<file path="config.mk">
export PLATFORM = sky130hd
export DESIGN_NAME = alu_stream_engine
export DESIGN_NICKNAME = d
export VERILOG_FILES = /design/src/rtl/alu_stream_pkg.sv /design/src/rtl/alu_stream_engine_fifo.sv /design/src/rtl/alu_stream_engine.sv
export SDC_FILE = /design/constraint.sdc
export NUM_CORES = 1
export LEC_CHECK = 0
export CORE_MARGIN = 3
export CORE_UTILIZATION = 53
export DETAILED_ROUTE_END_ITERATION = 7
export DONT_BUFFER_PORTS = 1
export PLACE_DENSITY = 0.68
export SETUP_SLACK_MARGIN = 0.15
export SYNTH_ARGS = -nofsm -noshare
export SYNTH_HDL_FRONTEND = slang
export SYNTH_SLANG_ARGS = --single-unit
</file>
<file path="constraint.sdc">
create_clock -name clk -period 10.5 [get_ports clk]
set_input_delay 2.1 -clock clk [delete_from_list [all_inputs] [get_ports clk]]
set_output_delay 2.1 -clock clk [all_outputs]
set_load 0.02 [all_outputs]
</file>
<file path="src/rtl/alu_stream_pkg.sv">
// Shared types for the ALU stream engine: opcodes, FSM states and command field widths.
package alu_stream_pkg;

  localparam int OP_W = 2;

  typedef enum logic [OP_W-1:0] {
    OP_ADD = 2'd0,
    OP_SUB = 2'd1,
    OP_MUL = 2'd2,
    OP_DIV = 2'd3
  } op_e;

  typedef enum logic [1:0] {
    S_IDLE,
    S_EXEC,
    S_WRITE
  } fsm_e;

endpackage

</file>
<file path="src/rtl/alu_stream_engine_fifo.sv">
// Count-based synchronous FIFO with show-ahead head data; pushes when full and pops when empty are ignored.
module stream_fifo #(
  parameter int WIDTH = 8,
  parameter int DEPTH = 8
) (
  input  logic                     clk,
  input  logic                     reset,
  input  logic                     push,
  input  logic                     pop,
  input  logic [WIDTH-1:0]         wdata,
  output logic [WIDTH-1:0]         rdata,
  output logic [$clog2(DEPTH):0]   count
);

  localparam int AW = $clog2(DEPTH);
  localparam int CW = AW + 1;
  localparam logic [CW-1:0] FULL_CNT = CW'(DEPTH);

  logic [WIDTH-1:0] mem [DEPTH];
  logic [AW-1:0]    wr_ptr;
  logic [AW-1:0]    rd_ptr;
  logic             do_push;
  logic             do_pop;

  assign do_push = push && (count != FULL_CNT);
  assign do_pop  = pop  && (count != '0);
  assign rdata   = mem[rd_ptr];

  // NOTE: storage has no reset; count and pointers alone decide what is valid.
  always_ff @(posedge clk) begin
    if (do_push) mem[wr_ptr] <= wdata;
  end

  always_ff @(posedge clk or posedge reset) begin
    if (reset) begin
      wr_ptr <= '0;
      rd_ptr <= '0;
      count  <= '0;
    end else begin
      if (do_push) wr_ptr <= wr_ptr + AW'(1);
      if (do_pop)  rd_ptr <= rd_ptr + AW'(1);
      unique case ({do_push, do_pop})
        2'b10:   count <= count + CW'(1);
        2'b01:   count <= count - CW'(1);
        default: count <= count;
      endcase
    end
  end

endmodule

</file>
<file path="src/rtl/alu_stream_engine.sv">
// Streaming ALU: input FIFO -> IDLE/EXEC/WRITE FSM -> output FIFO.
// Define ALU_DIV0_ERR_EN to add the sticky div0_err output.
module alu_stream_engine
  import alu_stream_pkg::*;
#(
  parameter int W         = 4,
  parameter int IN_DEPTH  = 8,
  parameter int OUT_DEPTH = 8,
  parameter int MUL_CYC   = 3,
  parameter int DIV_CYC   = 3
) (
  input  logic              clk,
  input  logic              reset,
  input  logic              in_valid,
  output logic              in_ready,
  input  logic [2*W+OP_W-1:0] in_data,
  output logic              out_valid,
  input  logic              out_ready,
  output logic [2*W-1:0]    out_data,
  output logic              busy
`ifdef ALU_DIV0_ERR_EN
  ,
  output logic              div0_err
`endif
);

  localparam int RW      = 2 * W;
  localparam int DW      = 2 * W + OP_W;
  localparam int ICW     = $clog2(IN_DEPTH) + 1;
  localparam int OCW     = $clog2(OUT_DEPTH) + 1;
  localparam int MAX_CYC = (MUL_CYC > DIV_CYC) ? MUL_CYC : DIV_CYC;
  localparam int CNT_W   = (MAX_CYC > 1) ? $clog2(MAX_CYC) : 1;

  localparam logic [ICW-1:0]   IN_FULL_CNT  = ICW'(IN_DEPTH);
  localparam logic [OCW-1:0]   OUT_FULL_CNT = OCW'(OUT_DEPTH);
  localparam logic [CNT_W-1:0] MUL_LAST     = CNT_W'(MUL_CYC - 1);
  localparam logic [CNT_W-1:0] DIV_LAST     = CNT_W'(DIV_CYC - 1);

  logic [DW-1:0]    in_head;
  logic [ICW-1:0]   in_count;
  logic [OCW-1:0]   out_count;
  logic             in_pop;
  logic             out_push;

  fsm_e             state_q, state_d;
  logic [CNT_W-1:0] cnt_q;
  logic [W-1:0]     a_q, b_q;
  op_e              op_q;
  logic [RW-1:0]    result_q;

  logic [W-1:0]     head_a, head_b;
  op_e              head_op;
  logic [RW-1:0]    addsub_res;
  logic [RW-1:0]    muldiv_res;
  logic [CNT_W-1:0] exec_last;

  assign in_ready  = (in_count != IN_FULL_CNT);
  assign out_valid = (out_count != '0);
  assign busy      = (state_q != S_IDLE);

  stream_fifo #(.WIDTH(DW), .DEPTH(IN_DEPTH)) u_in_fifo (
    .clk   (clk),
    .reset (reset),
    .push  (in_valid && in_ready),
    .pop   (in_pop),
    .wdata (in_data),
    .rdata (in_head),
    .count (in_count)
  );

  stream_fifo #(.WIDTH(RW), .DEPTH(OUT_DEPTH)) u_out_fifo (
    .clk   (clk),
    .reset (reset),
    .push  (out_push),
    .pop   (out_valid && out_ready),
    .wdata (result_q),
    .rdata (out_data),
    .count (out_count)
  );

  assign head_a  = in_head[W-1:0];
  assign head_b  = in_head[2*W-1:W];
  assign head_op = op_e'(in_head[DW-1 -: OP_W]);

  // ADD/SUB resolve straight from the FIFO head; MUL/DIV use the latched operands.
  assign addsub_res = (head_op == OP_SUB) ? RW'(head_a) - RW'(head_b)
                                          : RW'(head_a) + RW'(head_b);
  assign muldiv_res = (op_q == OP_MUL) ? RW'(a_q) * RW'(b_q)
                    : (b_q == '0)      ? '1
                                       : RW'(a_q) / RW'(b_q);
  assign exec_last  = (op_q == OP_MUL) ? MUL_LAST : DIV_LAST;

  // NOTE: every always_comb output gets a default first so no path leaves it unassigned (no latches).
  always_comb begin
    state_d  = state_q;
    in_pop   = 1'b0;
    out_push = 1'b0;
    unique case (state_q)
      S_IDLE: begin
        // In IDLE nothing is in flight, so one free output slot is enough to start.
        if (in_count != '0 && out_count != OUT_FULL_CNT) begin
          in_pop  = 1'b1;
          state_d = (head_op == OP_ADD || head_op == OP_SUB) ? S_WRITE : S_EXEC;
        end
      end
      S_EXEC: begin
        if (cnt_q == exec_last) state_d = S_WRITE;
      end
      S_WRITE: begin
        out_push = 1'b1;
        state_d  = S_IDLE;
      end
      default: state_d = S_IDLE;
    endcase
  end

  // NOTE: sequential state uses non-blocking assignments so all registers update together.
  always_ff @(posedge clk or posedge reset) begin
    if (reset) begin
      state_q  <= S_IDLE;
      cnt_q    <= '0;
      a_q      <= '0;
      b_q      <= '0;
      op_q     <= OP_ADD;
      result_q <= '0;
    end else begin
      state_q <= state_d;
      unique case (state_q)
        S_IDLE: begin
          if (in_pop) begin
            a_q      <= head_a;
            b_q      <= head_b;
            op_q     <= head_op;
            cnt_q    <= '0;
            result_q <= addsub_res;
          end
        end
        S_EXEC: begin
          cnt_q <= cnt_q + CNT_W'(1);
          if (cnt_q == exec_last) result_q <= muldiv_res;
        end
        default: ;
      endcase
    end
  end

`ifdef ALU_DIV0_ERR_EN
  always_ff @(posedge clk or posedge reset) begin
    if (reset) begin
      div0_err <= 1'b0;
    end else if (state_q == S_WRITE && op_q == OP_DIV && b_q == '0) begin
      div0_err <= 1'b1;
    end
  end
`endif

endmodule

</file>
* Word level (Yosys, flattened, before mapping)
Memories as Yosys holds them, arrays and structs flattened.
Index checks and enable logic that the tools add are counted.
** Operators by class
- $add $sub $neg :: 11
- Multipliers :: 1
- Div/mod/pow operators :: 1
- Equality and inequality tests :: 14
- Mux-type cells :: 21
- Reduce and logical (&&, ||, !) cells :: 21
** Operators with widths (count)
- 8-bit two-way mux :: 5
- 4-bit one-hot mux with 2 select lines :: 2
- 8-bit one-hot mux with 2 select lines :: 1
- 3-bit by 1-bit adder with 3-bit output, second input constant :: 4
- 2-bit == test, second input constant :: 5
- 4-bit by 1-bit adder with 4-bit output, second input constant :: 2
- 4-bit by 4-bit divider with 8-bit output :: 1
- 2-bit by 1-bit == test with 1-bit output, second input constant :: 4
- 4-bit by 4-bit multiplier with 8-bit output :: 1
- 2-bit two-way mux :: 4
- 4-bit inequality test, second input constant :: 2
- 2-bit one-hot mux with 2 select lines :: 2
- 2-bit nonzero test :: 4
- 4-bit nonzero test :: 2
- 4-bit by 1-bit subtractor with 4-bit output, second input constant :: 2
- 1-bit logical AND :: 7
- 1-bit two-way mux :: 7
- 2-bit AND reduction :: 3
- 4-bit by 4-bit adder with 5-bit output :: 1
- 4-bit by 4-bit subtractor with 5-bit output :: 1
- 2-bit logical NOT :: 2
- 4-bit logical NOT :: 1
- 2-bit inequality test, second input constant :: 2
- 3-bit AND reduction :: 1
- other kinds (3) :: 3
** Word-level totals
- Flip-flop bits (word level) :: 42
- Bits in writable memories :: 144
- Input bits :: 14
- Memories kept :: 2
** Memories
- u_in_fifo.mem :: words 8, bits a word 10, read ports 1, clocked after memory_dff 0, wr ports 1, RTL line alu_stream_engine_fifo.sv:19 : logic [WIDTH-1:0] mem [DEPTH];
- u_out_fifo.mem :: words 8, bits a word 8, read ports 1, clocked after memory_dff 0, wr ports 1, RTL line alu_stream_engine_fifo.sv:19

* Longest topological paths before layout
Gate-level depths: netlist of the first run.
- Depth in word-level cells :: 7
- Gate-level depth with buffers :: 48
- Depth with buffers taken out :: 47

* By module
Synthesis of the first run repeated with hierarchy kept, for this count alone.
** Second synthesis, totals
- Cells, all modules :: 701
- Area, all modules :: 9810.7 um2
** By module, submodules not included
- stream_fifo at u_in_fifo :: instances 1, cells an instance 181, area each 3723.6 um2
- stream_fifo at u_out_fifo :: instances 1, cells an instance 159, area each 3115.5 um2
- alu_stream_engine :: instances 1, cells an instance 361, area each 2971.6 um2

* Least setup slack after synthesis of the first run
OpenSTA, ideal clock, no wires.
- Path kind :: register to register
- Start point :: register b_q[0]
- End point :: register result_q[0]
- Setup time :: 0.128 ns
- Data arrival time :: 8.656 ns
- Data required time :: 10.372 ns
- Slack :: 1.716 ns
- Cell stages (with the launch flop) :: 41
- Buffers on the path :: 1
- Path through :: dfrtp_1 inv_1 ha_1 o211ai_1 nand2_1 mux2_1 ha_1 or3_2 o221ai_1 nor3_1 a21o_2 ha_1 nor3_1 a211oi_4 a311o_1 o22ai_4 o21ai_0 ha_1 (+5 left out) a21oi_2 mux2i_1 ha_1 o21a_1 o21a_1 o21ai_0 or2b_2 a311oi_4 mux2i_1 ha_1 a21oi_1 nor2b_1 o21ai_0 nand2_1 a2111oi_0 o211ai_1 a21oi_2 o32ai_1
** Between the ends
- Cells in the longest elaborated chain, start to end :: 5
- Elaborated cells on any way between the ends :: 7
** RTL lines
- start, declared :: RTL line alu_stream_engine.sv:47 : logic [W-1:0] a_q, b_q;
- start signal, assigned :: RTL line alu_stream_engine.sv:123 : b_q <= '0;
- start signal, assigned :: RTL line alu_stream_engine.sv:132 : b_q <= head_b;
- 4-bit by 4-bit divider with 8-bit output / 4-bit logical NOT (equally long branches) :: RTL line alu_stream_engine.sv:90, alu_stream_engine.sv:89
- 8-bit two-way mux :: RTL line alu_stream_engine.sv:89 : : (b_q == '0) ? '1
- 8-bit two-way mux (*) :: RTL line alu_stream_engine.sv:88 : assign muldiv_res = (op_q == OP_MUL) ? RW'(a_q) * RW'(b_q)
- 8-bit two-way mux (*) :: RTL line alu_stream_engine.sv:140 : if (cnt_q == exec_last) result_q <= muldiv_res;
- 8-bit one-hot mux with 2 select lines (*) :: RTL line alu_stream_engine.sv:128 : unique case (state_q)
- end signal, assigned :: RTL line alu_stream_engine.sv:135 : result_q <= addsub_res;
- end signal, assigned :: RTL line alu_stream_engine.sv:140
- end, declared :: RTL line alu_stream_engine.sv:49 : logic [RW-1:0] result_q;
Mark *: on every way between the ends. The rest lies on a longest branch, timed or not. The select of a mux whose other input is x is not followed.
A chain may end at the register's enable or synchronous reset.

* Worst setup path after layout of the first run
Same ends and word-level chain as after synthesis.

==> results.sh, run 1 <==
export IMPL_ys_ff_latch=186
export IMPL_cp_max_fo=9
export IMPL_drtPass1Iterations=4
export IMPL_worstHoldEndpoint="u_out_fifo.count[3]"
export IMPL_avgRoutedWirePerCell_um=20.0
export IMPL_cap_violations=0
export IMPL_nNetsFinal=777
export IMPL_crit_buf_inv=1
export IMPL_critPathLaunchType="register"
export IMPL_fp_dieArea_um2=19600
export IMPL_synth_edf_count=144
export IMPL_reg2reg_to="result_q[0]"
export IMPL_fin_crit_ns=9.56
export IMPL_vias_per_cell=5.83
export IMPL_holdCritStartpoint="u_out_fifo.count[3]"
export IMPL_end_kind="register"
export IMPL_grt_max_degree=43
export IMPL_async_flop_share_pct=22.6
export IMPL_hpwlAfterDp_mm=12.7
export IMPL_cts_tree="yes"
export IMPL_crit_family="compound AO/OA/AOI/OAI gates"
export IMPL_dpl_cell_area_um2=9810
export IMPL_track_usage_pct=20.4
export IMPL_syn_area_um2=9530
export IMPL_h_tree_depth=4
export IMPL_synth_ff_type="edfxtp_1"
export IMPL_ant_nets=0
export IMPL_slew_headroom_pct=24.3
export IMPL_clk_insertion_delay_late_ns=0.43
export IMPL_tightest_slew_ns=1.14
export IMPL_critical_path_class="reg2reg"
export IMPL_num_rows=48
export IMPL_yosysSeqAreaShare_pct=56.4
export IMPL_insertedDiodeCount=0
export IMPL_final_max_slew_viol_count=0
export IMPL_rr_startpoint="b_q[0]"
export IMPL_hold_viol_final=0
export IMPL_drc=0
export IMPL_rsz0062_at_grt="no"
export IMPL_fin_skew_ns=0.0101
export IMPL_root_buffer="clkbuf_16"
export IMPL_hp_class="reg2reg"
export IMPL_yosysWarnings=0
export IMPL_status="completed"
export IMPL_core_um2=17500
export IMPL_drtIter0Drc=297
export IMPL_grt_pass1_wl_mm=30.8
export IMPL_cts_buffers=17
export IMPL_postCtsHoldBufs=0
export IMPL_tns_ns=0
export IMPL_grt_antenna_before_repair=0
export IMPL_syn_inst=677
export IMPL_grt_pass1_vias=5741
export IMPL_io_pins=25
export IMPL_crit_path_frequent_cell="ha_1"
export IMPL_netlist_cell_type_count=74
export IMPL_initial_core_util_pct=54.5
export IMPL_r2r_cells=40
export IMPL_clkTransAtPathRegs_ns=0.07
export IMPL_critPathArrivalTime_ns=9.87
export IMPL_post_route_cells_drive_above_1_share_pct=19.2
export IMPL_r2r_setup_slack_ns=0.94
export IMPL_cp_required_ns=10.81
export IMPL_syn_avg_cell_area_um2=14.1
export IMPL_whs_path_depth=1
export IMPL_io_buffers=0
export IMPL_wirelength_mm=18.7
export IMPL_overflow=0
export IMPL_cpPeakStageDelay_ns=0.46
export IMPL_final_area_um2=10500
export IMPL_die_w_um=140
export IMPL_layout_common_cells="edfxtp_1, ha_1, nand2_1, nor2_1, dfrtp_1"
export IMPL_cpMaxStageDelayCell="dfrtp_2"
export IMPL_max_freq_mhz=105
export IMPL_fin_crit_sh_pct=91.0
export IMPL_num_vias=5436
export IMPL_fp_dieH_um=140
export IMPL_clk_path_buf_depth=2
export IMPL_place_congestion=0.851
export IMPL_clock_sinks=186
export IMPL_area_delta_synth_final_pct=10.0
export IMPL_final_common_cell="edfxtp_1"
export IMPL_setup_viol=0
[Yosys cell counts, drive strengths merged (9+ instances only)]
cell	instances	share of area, %
mux2	26	3.2
nor2	43	1.7
nor3	19	1.0
ha	61	8.0
a21oi	27	1.6
nand2	47	1.9
xnor2	18	1.7
o21ai	27	1.4
clkbuf	11	0.43
inv	34	1.3
nand2b	9	0.59
mux4	36	8.5
edfxtp	144	45
xor2	9	0.83
dfrtp	42	11
[worst register-to-register path, delay by kind of cell (launching register included)]
kind,cells,cell delay [ns]
adders and majority gates,6,1.88
buffers and inverters,1,0.19
and+or+nand+nor,9,1.78
muxes,3,0.90
AOI/OAI and AO/OA,21,4.22
DFF,1,0.46
[layer usage]
layer	track usage [%]	part of all wire (%)	vias up
met5	0	0	-
met4	6.73	1.8	0
met3	4.30	3.4	24
met2	35.2	53	97
met1	25.8	42	2718
li1	-	-	2597
[state kept, by name (all words and copies together) (netlist names)]
| register | flops |
|---|---|
| u_in_fifo.mem | 80 |
| u_out_fifo.mem | 64 |
| result_q | 8 |
| a_q | 4 |
| b_q | 4 |
| u_in_fifo.count | 4 |
| u_out_fifo.count | 4 |
| u_in_fifo.rd_ptr | 3 |
| u_in_fifo.wr_ptr | 3 |
| u_out_fifo.rd_ptr | 3 |
| u_out_fifo.wr_ptr | 3 |
| cnt_q | 2 |
| op_q | 2 |
| state_q | 2 |
[worst max path at each step]
stage	from	endpoint	slack (ns)	cells past startpoint
after floorplan	b_q[0]	result_q[0]	1.72	40
after global placement	b_q[0]	result_q[0]	1.23	40
after detailed placement	b_q[0]	result_q[0]	0.91	40
after CTS	b_q[0]	result_q[0]	0.83	40
after global routing	b_q[0]	result_q[0]	0.19	40
final	b_q[0]	result_q[0]	0.94	40
[final cells by class]
class | count | area, um^2
Fill cell | 1328 | 6990
Sequential cell | 186 | 5380
Multi-Input combinational cell | 441 | 3980
Clock buffer | 18 | 429
Tap cell | 225 | 282
Clock inverter | 14 | 188
Inverter | 35 | 135
Timing Repair Buffer | 13 | 97.6
[through the flow]
step	hold slack [ns]	setup WS (ns)	std cells	utilization, %
after floorplan	0.448	1.72	680	-
after global placement	0.477	1.23	895	56.2
after detailed placement	0.468	0.909	895	56.2
after CTS	0.482	0.831	927	59.7
after global routing	0.514	0.187	932	60.0
final	0.480	0.943	932	60.0
[logic make-up after synthesis]
kind of cell | after synthesis | synth area share (%)
flops | 186 | 56.4
xor+xnor | 27 | 2.48
other cells | 1 | 0.0393
compound gates | 109 | 8.10
simple gates | 163 | 8.64
fa+ha+maj | 69 | 9.69
mux | 69 | 12.4
buf+inv | 53 | 2.26
[repair_timing]
action | CTS | global route
endpoints found under the hold margin | 0 | 0
endpoints found under the setup margin | 0 | 1
gates resized for setup | 0 | 5
buffers inserted | 0 | 5
Power of run 1 is not shown: default switching activity piles up to over one toggle a cycle in this logic, so the estimate is an artifact.
==> run 2, diff against run 1 <==
--- a/config.mk
+++ b/config.mk
@@ -10,7 +10,8 @@
 export DETAILED_ROUTE_END_ITERATION = 7
 export DONT_BUFFER_PORTS = 1
 export PLACE_DENSITY = 0.68
-export SETUP_SLACK_MARGIN = 0.15
+export REMOVE_ABC_BUFFERS = 1
+export SETUP_SLACK_MARGIN = 0.2
 export SYNTH_ARGS = -nofsm -noshare
 export SYNTH_HDL_FRONTEND = slang
 export SYNTH_SLANG_ARGS = --single-unit
==> results.sh, run 2 (synthesized netlist as in run 1, its figures left out) <==
export IMPL_rsz0062_at_grt="no"
export IMPL_grt_pass1_vias=5581
export IMPL_place_ws_ns=0.813
export IMPL_grt_pass1_wl_mm=29.4
export IMPL_hpwlAfterDp_mm=12.6
export IMPL_initial_core_util_pct=54.5
export IMPL_wirelength_mm=17.9
export IMPL_final_max_slew_viol_count=0
export IMPL_fin_crit_sh_pct=92.3
export IMPL_avgRoutedWirePerCell_um=19.3
export IMPL_final_area_um2=10400
export IMPL_overflow=0
export IMPL_critical_path_class="reg2reg"
export IMPL_drtPass1Iterations=4
export IMPL_post_route_cells_drive_above_1_share_pct=18.1
export IMPL_clk_path_buf_depth=2
export IMPL_critPathLaunchType="register"
export IMPL_crit_path_frequent_cell="ha_1"
export IMPL_nNetsFinal=773
export IMPL_clk_insertion_delay_late_ns=0.43
export IMPL_setup_slack_ns=0.811
export IMPL_dpl_cell_area_um2=9820
export IMPL_status="completed"
export IMPL_clkTransAtPathRegs_ns=0.07
export IMPL_num_vias=5434
export IMPL_grt_max_degree=43
export IMPL_cpPeakStageDelay_ns=0.53
export IMPL_track_usage_pct=19.3
export IMPL_fillers=1314
export IMPL_slew_headroom_pct=24.5
export IMPL_h_tree_depth=4
export IMPL_die_w_um=140
export IMPL_cp_max_fo=9
export IMPL_layout_common_cells="edfxtp_1, ha_1, nand2_1, nor2_1, dfrtp_1"
export IMPL_core_um2=17500
export IMPL_fp_dieH_um=140
export IMPL_ant_nets=0
export IMPL_top_regs="u_in_fifo.mem x80, u_out_fifo.mem x64, result_q x8"
export IMPL_cts_buffers=17
export IMPL_tightest_slew_ns=1.13
export IMPL_top_register="u_in_fifo.mem"
export IMPL_cpMaxStageDelayCell="dfrtp_1"
export IMPL_cts_tree="yes"
export IMPL_place_congestion=0.895
export IMPL_grt_antenna_before_repair=0
export IMPL_setup_viol=0
export IMPL_final_common_cell="edfxtp_1"
export IMPL_clock_sinks=186
export IMPL_drc=0
export IMPL_root_buffer="clkbuf_16"
export IMPL_hold_viol_final=0
export IMPL_insertedDiodeCount=0
export IMPL_critPathArrivalTime_ns=9.99
export IMPL_drtIter0Drc=313
export IMPL_cp_required_ns=10.80
export IMPL_fin_skew_ns=0.0139
export IMPL_io_buffers=0
export IMPL_fin_crit_ns=9.69
export IMPL_tns_ns=0
export IMPL_num_rows=48
export IMPL_vias_per_cell=5.86
export IMPL_fp_dieArea_um2=19600
export IMPL_max_freq_mhz=103
export IMPL_end_kind="register"
export IMPL_postCtsHoldBufs=0
export IMPL_hp_class="reg2reg"
export IMPL_cap_violations=0
export IMPL_area_delta_synth_final_pct=8.82
export IMPL_io_pins=25
export IMPL_largest_reg_flops=80
==> run 2: cell count changes in the layout (fill, tap and decap cells not counted), sizes merged <==
cell,previous run,this run
clkbuf,18,17
clkinvlp,5,2
buf,13,9
inv,38,39
clkinv,3,9
bufinv,3,0
==> run 2: timing repair <==
action / CTS / global route
buffers inserted: 0 / 0
resized for setup: 0 / 1
endpoints found under the setup margin: 0 / 1
==> run 2: path summary, 6_finish.rpt <==
kind                                           from             endpoint  slack, ns  depth (start not counted)
worst min-delay path            u_out_fifo.count[3]  u_out_fifo.count[3]       0.49                          1
worst max register to register               b_q[0]          result_q[0]       0.81                         40
worst min register to register  u_out_fifo.count[3]  u_out_fifo.count[3]       0.49                          1
min in group asynchronous                     reset  u_out_fifo.count[2]       1.75                          1
max in group asynchronous                     reset               b_q[0]       8.16                          1
worst max-delay path                         b_q[0]          result_q[0]       0.81                         40
==> run 2: worst max-delay path, delay by kind of cell (launching register included) <==
kind,cells,cell delay (ns)
DFF,1,0.53
AOI/OAI and AO/OA,21,4.23
muxes,3,0.90
and+or+nand+nor,9,1.88
adders and majority gates,6,1.79
buffers and inverters,1,0.24
==> run 2: per-stage QoR <==
step | std cells | hold WS, ns | util, %
final | 928 | 0.490 | 59.3
after global routing | 928 | 0.501 | 59.3
after CTS | 928 | 0.486 | 59.3
after detailed placement | 896 | 0.473 | 56.2
after global placement | 896 | 0.471 | 56.2
after floorplan | 662 | 0.448 | -
==> run 2: metal layers <==
metal,up-vias,routed length (um),track usage [%]
met1,2707,7580,24.3
met5,-,0,0
met4,0,289,6.22
met3,18,706,4.40
li1,2593,-,-
met2,116,9370,33.5
==> run 2: cell type report <==
type | count | area [um^2] | area share (%)
Sequential cell | 186 | 5380 | 51.8
Multi-Input combinational cell | 441 | 3970 | 38.3
Clock buffer | 17 | 425 | 4.10
Tap cell | 225 | 282 | 2.71
Inverter | 35 | 131 | 1.27
Clock inverter | 15 | 119 | 1.15
Timing Repair Buffer | 9 | 67.6 | 0.651
Power of run 2 is left out for the same reason.
==> run 3, diff against run 2 <==
--- a/config.mk
+++ b/config.mk
@@ -5,6 +5,7 @@
 export SDC_FILE = /design/constraint.sdc
 export NUM_CORES = 1
 export LEC_CHECK = 0
+export ABC_AREA = 1
 export CORE_MARGIN = 3
 export CORE_UTILIZATION = 53
 export DETAILED_ROUTE_END_ITERATION = 7
==> results.sh, run 3 <==
export IMPL_fp_dieH_um=142
export IMPL_drtIter0Drc=329
export IMPL_cts_tree="yes"
export IMPL_postCtsHoldBufs=0
export IMPL_r2r_setup_slack_ns=1.88
export IMPL_nNetsFinal=1075
export IMPL_end_kind="register"
export IMPL_synth_area_leaders="edfxtp_1, dfrtp_1, ha_1, nor2_1, o21ai_0"
export IMPL_initial_core_util_pct=54.2
export IMPL_grt_pass1_wl_mm=32.4
export IMPL_synth_edf_count=144
export IMPL_cp_required_ns=10.82
export IMPL_rr_startpoint="b_q[0]"
export IMPL_grt_antenna_before_repair=0
export IMPL_yosysSeqAreaShare_pct=55.0
export IMPL_io_buffers=0
export IMPL_status="completed"
export IMPL_cts_buffers=17
export IMPL_yosys_top_cells_count="nor2_1, nand2_1, edfxtp_1"
export IMPL_top_regs="u_in_fifo.mem x80, u_out_fifo.mem x64, result_q x8"
export IMPL_wirelength_mm=19.4
export IMPL_yosys_cell_count_top_type="nor2_1"
export IMPL_crit_buf_inv=10
export IMPL_reg2reg_to="result_q[0]"
export IMPL_insertedDiodeCount=0
export IMPL_netlist_cell_type_count=43
export IMPL_yosysWarnings=0
export IMPL_syn_inst=991
export IMPL_dpl_cell_area_um2=9990
export IMPL_num_rows=49
export IMPL_h_tree_depth=4
export IMPL_regArea_um2=5380
export IMPL_whs_path_depth=1
export IMPL_final_max_slew_viol_count=0
export IMPL_fin_crit_sh_pct=82.1
export IMPL_drtPass1Iterations=5
export IMPL_setup_viol=0
export IMPL_hp_class="reg2reg"
export IMPL_place_congestion=0.827
export IMPL_r2r_cells=63
export IMPL_cp_max_fo=8
export IMPL_num_vias=6733
export IMPL_synth_ff_type="edfxtp_1"
export IMPL_area_delta_synth_final_pct=8.53
export IMPL_ys_ff_latch=186
export IMPL_largest_reg_flops=80
export IMPL_holdCritStartpoint="u_out_fifo.count[0]"
export IMPL_syn_avg_cell_area_um2=9.85
export IMPL_crit_path_frequent_cell="nand2_1"
export IMPL_max_freq_mhz=116
export IMPL_grt_max_degree=43
export IMPL_tns_ns=0
export IMPL_crit_family="simple AND/OR/NAND/NOR gates"
export IMPL_clk_insertion_delay_late_ns=0.43
export IMPL_slew_headroom_pct=22.0
export IMPL_syn_area_um2=9770
export IMPL_vias_per_cell=5.46
export IMPL_synth_top_area_share_pct=44.3
export IMPL_cap_violations=0
export IMPL_critPathArrivalTime_ns=8.94
export IMPL_timing_hold_ws_ns=0.497
export IMPL_critical_path_class="reg2reg"
export IMPL_fillers=1528
export IMPL_ctsResizeCount=0
export IMPL_critPathLaunchType="register"
export IMPL_fin_crit_ns=8.62
export IMPL_multi_input_area_um2=3880
export IMPL_clock_sinks=186
export IMPL_clkTransAtPathRegs_ns=0.07
export IMPL_final_core_util_pct=58.8
export IMPL_layout_common_cells="nor2_1, nand2_1, edfxtp_1, o21ai_0, inv_1"
export IMPL_yosysTopAreaCell="edfxtp_1"
export IMPL_hold_viol_final=0
export IMPL_root_buffer="clkbuf_16"
export IMPL_cpMaxStageDelayCell="dfrtp_1"
export IMPL_ant_nets=0
export IMPL_drc=0
export IMPL_post_route_cells_drive_above_1_share_pct=7.26
export IMPL_final_area_um2=10600
export IMPL_clk_path_buf_depth=2
export IMPL_cpPeakStageDelay_ns=0.47
export IMPL_rsz0062_at_grt="no"
export IMPL_track_usage_pct=20.5
export IMPL_worstHoldEndpoint="u_out_fifo.count[0]"
export IMPL_fin_skew_ns=0.00769
export IMPL_tightest_slew_ns=1.17
export IMPL_hpwlAfterDp_mm=12.8
export IMPL_die_w_um=142
export IMPL_fp_dieArea_um2=20100
export IMPL_grt_pass1_vias=6495
export IMPL_top_register="u_in_fifo.mem"
export IMPL_post_cts_buffers=0
export IMPL_async_flop_share_pct=22.6
export IMPL_overflow=0
export IMPL_io_pins=25
export IMPL_core_um2=18000
export IMPL_avgRoutedWirePerCell_um=15.8
export IMPL_final_common_cell="nor2_1"
run 3: cell count changes in the layout (fill, tap and decap cells not counted), moves of 13 or more:
cell	previous run	this run
a31oi_1	1	14
inv_1	33	103
mux2_2	23	0
mux4_2	36	0
nand2_1	47	151
nand3_1	5	24
nor2_1	43	166
nor3_1	18	3
o21ai_0	24	116
o22ai_1	3	23
run 3: cell families after synthesis:
| kind of cell | after synthesis | synth area share (%) |
|---|---|---|
| other cells | 1 | 0.0384 |
| compound gates | 196 | 11.1 |
| buf+inv | 136 | 5.32 |
| mux | 2 | 0.205 |
| xor+xnor | 24 | 2.15 |
| simple gates | 377 | 16.7 |
| flops | 186 | 55.0 |
| fa+ha+maj | 69 | 9.46 |
run 3: worst max path at each step:
stage | start | end | cells past startpoint | slack, ns
detailed placement | b_q[0] | result_q[0] | 63 | 1.87
finish | b_q[0] | result_q[0] | 63 | 1.88
CTS | b_q[0] | result_q[0] | 63 | 1.84
global route | b_q[0] | result_q[0] | 62 | 0.91
global placement | b_q[0] | result_q[0] | 63 | 2.25
floorplan | b_q[0] | result_q[0] | 63 | 2.81
run 3: through the flow:
step                      setup slack (ns)  std cells
after detailed placement              1.87       1202
after global routing                 0.911       1234
final                                 1.88       1234
after CTS                             1.84       1234
after floorplan                       2.81        968
after global placement                2.25       1202
run 3: worst register-to-register path, delay by kind of cell, from the launching register on:
family                   cells  cell delay [ns]
AO/OA/AOI/OAI               13             1.90
adder cells (fa/ha/maj)      7             2.16
AND/OR/NAND/NOR             33             3.13
buffers and inverters       10             0.87
flip-flops                   1             0.47
run 3: layout make-up:
type	instances	area share, %
Clock buffer	17	4.01
Clock inverter	15	1.69
Inverter	110	3.90
Multi-Input combinational cell	672	36.6
Sequential cell	186	50.7
Tap cell	229	2.70
Timing Repair Buffer	5	0.354
run 3: metal layers:
metal  up-vias  track usage, %  routed length [um]
met5         -               0                   0
met4         0            7.02                 360
met3        29            4.35                 995
met2       162            34.9                9670
met1      3169            26.2                8420
li1       3373               -                   -
Power of run 3 is left out for the same reason.
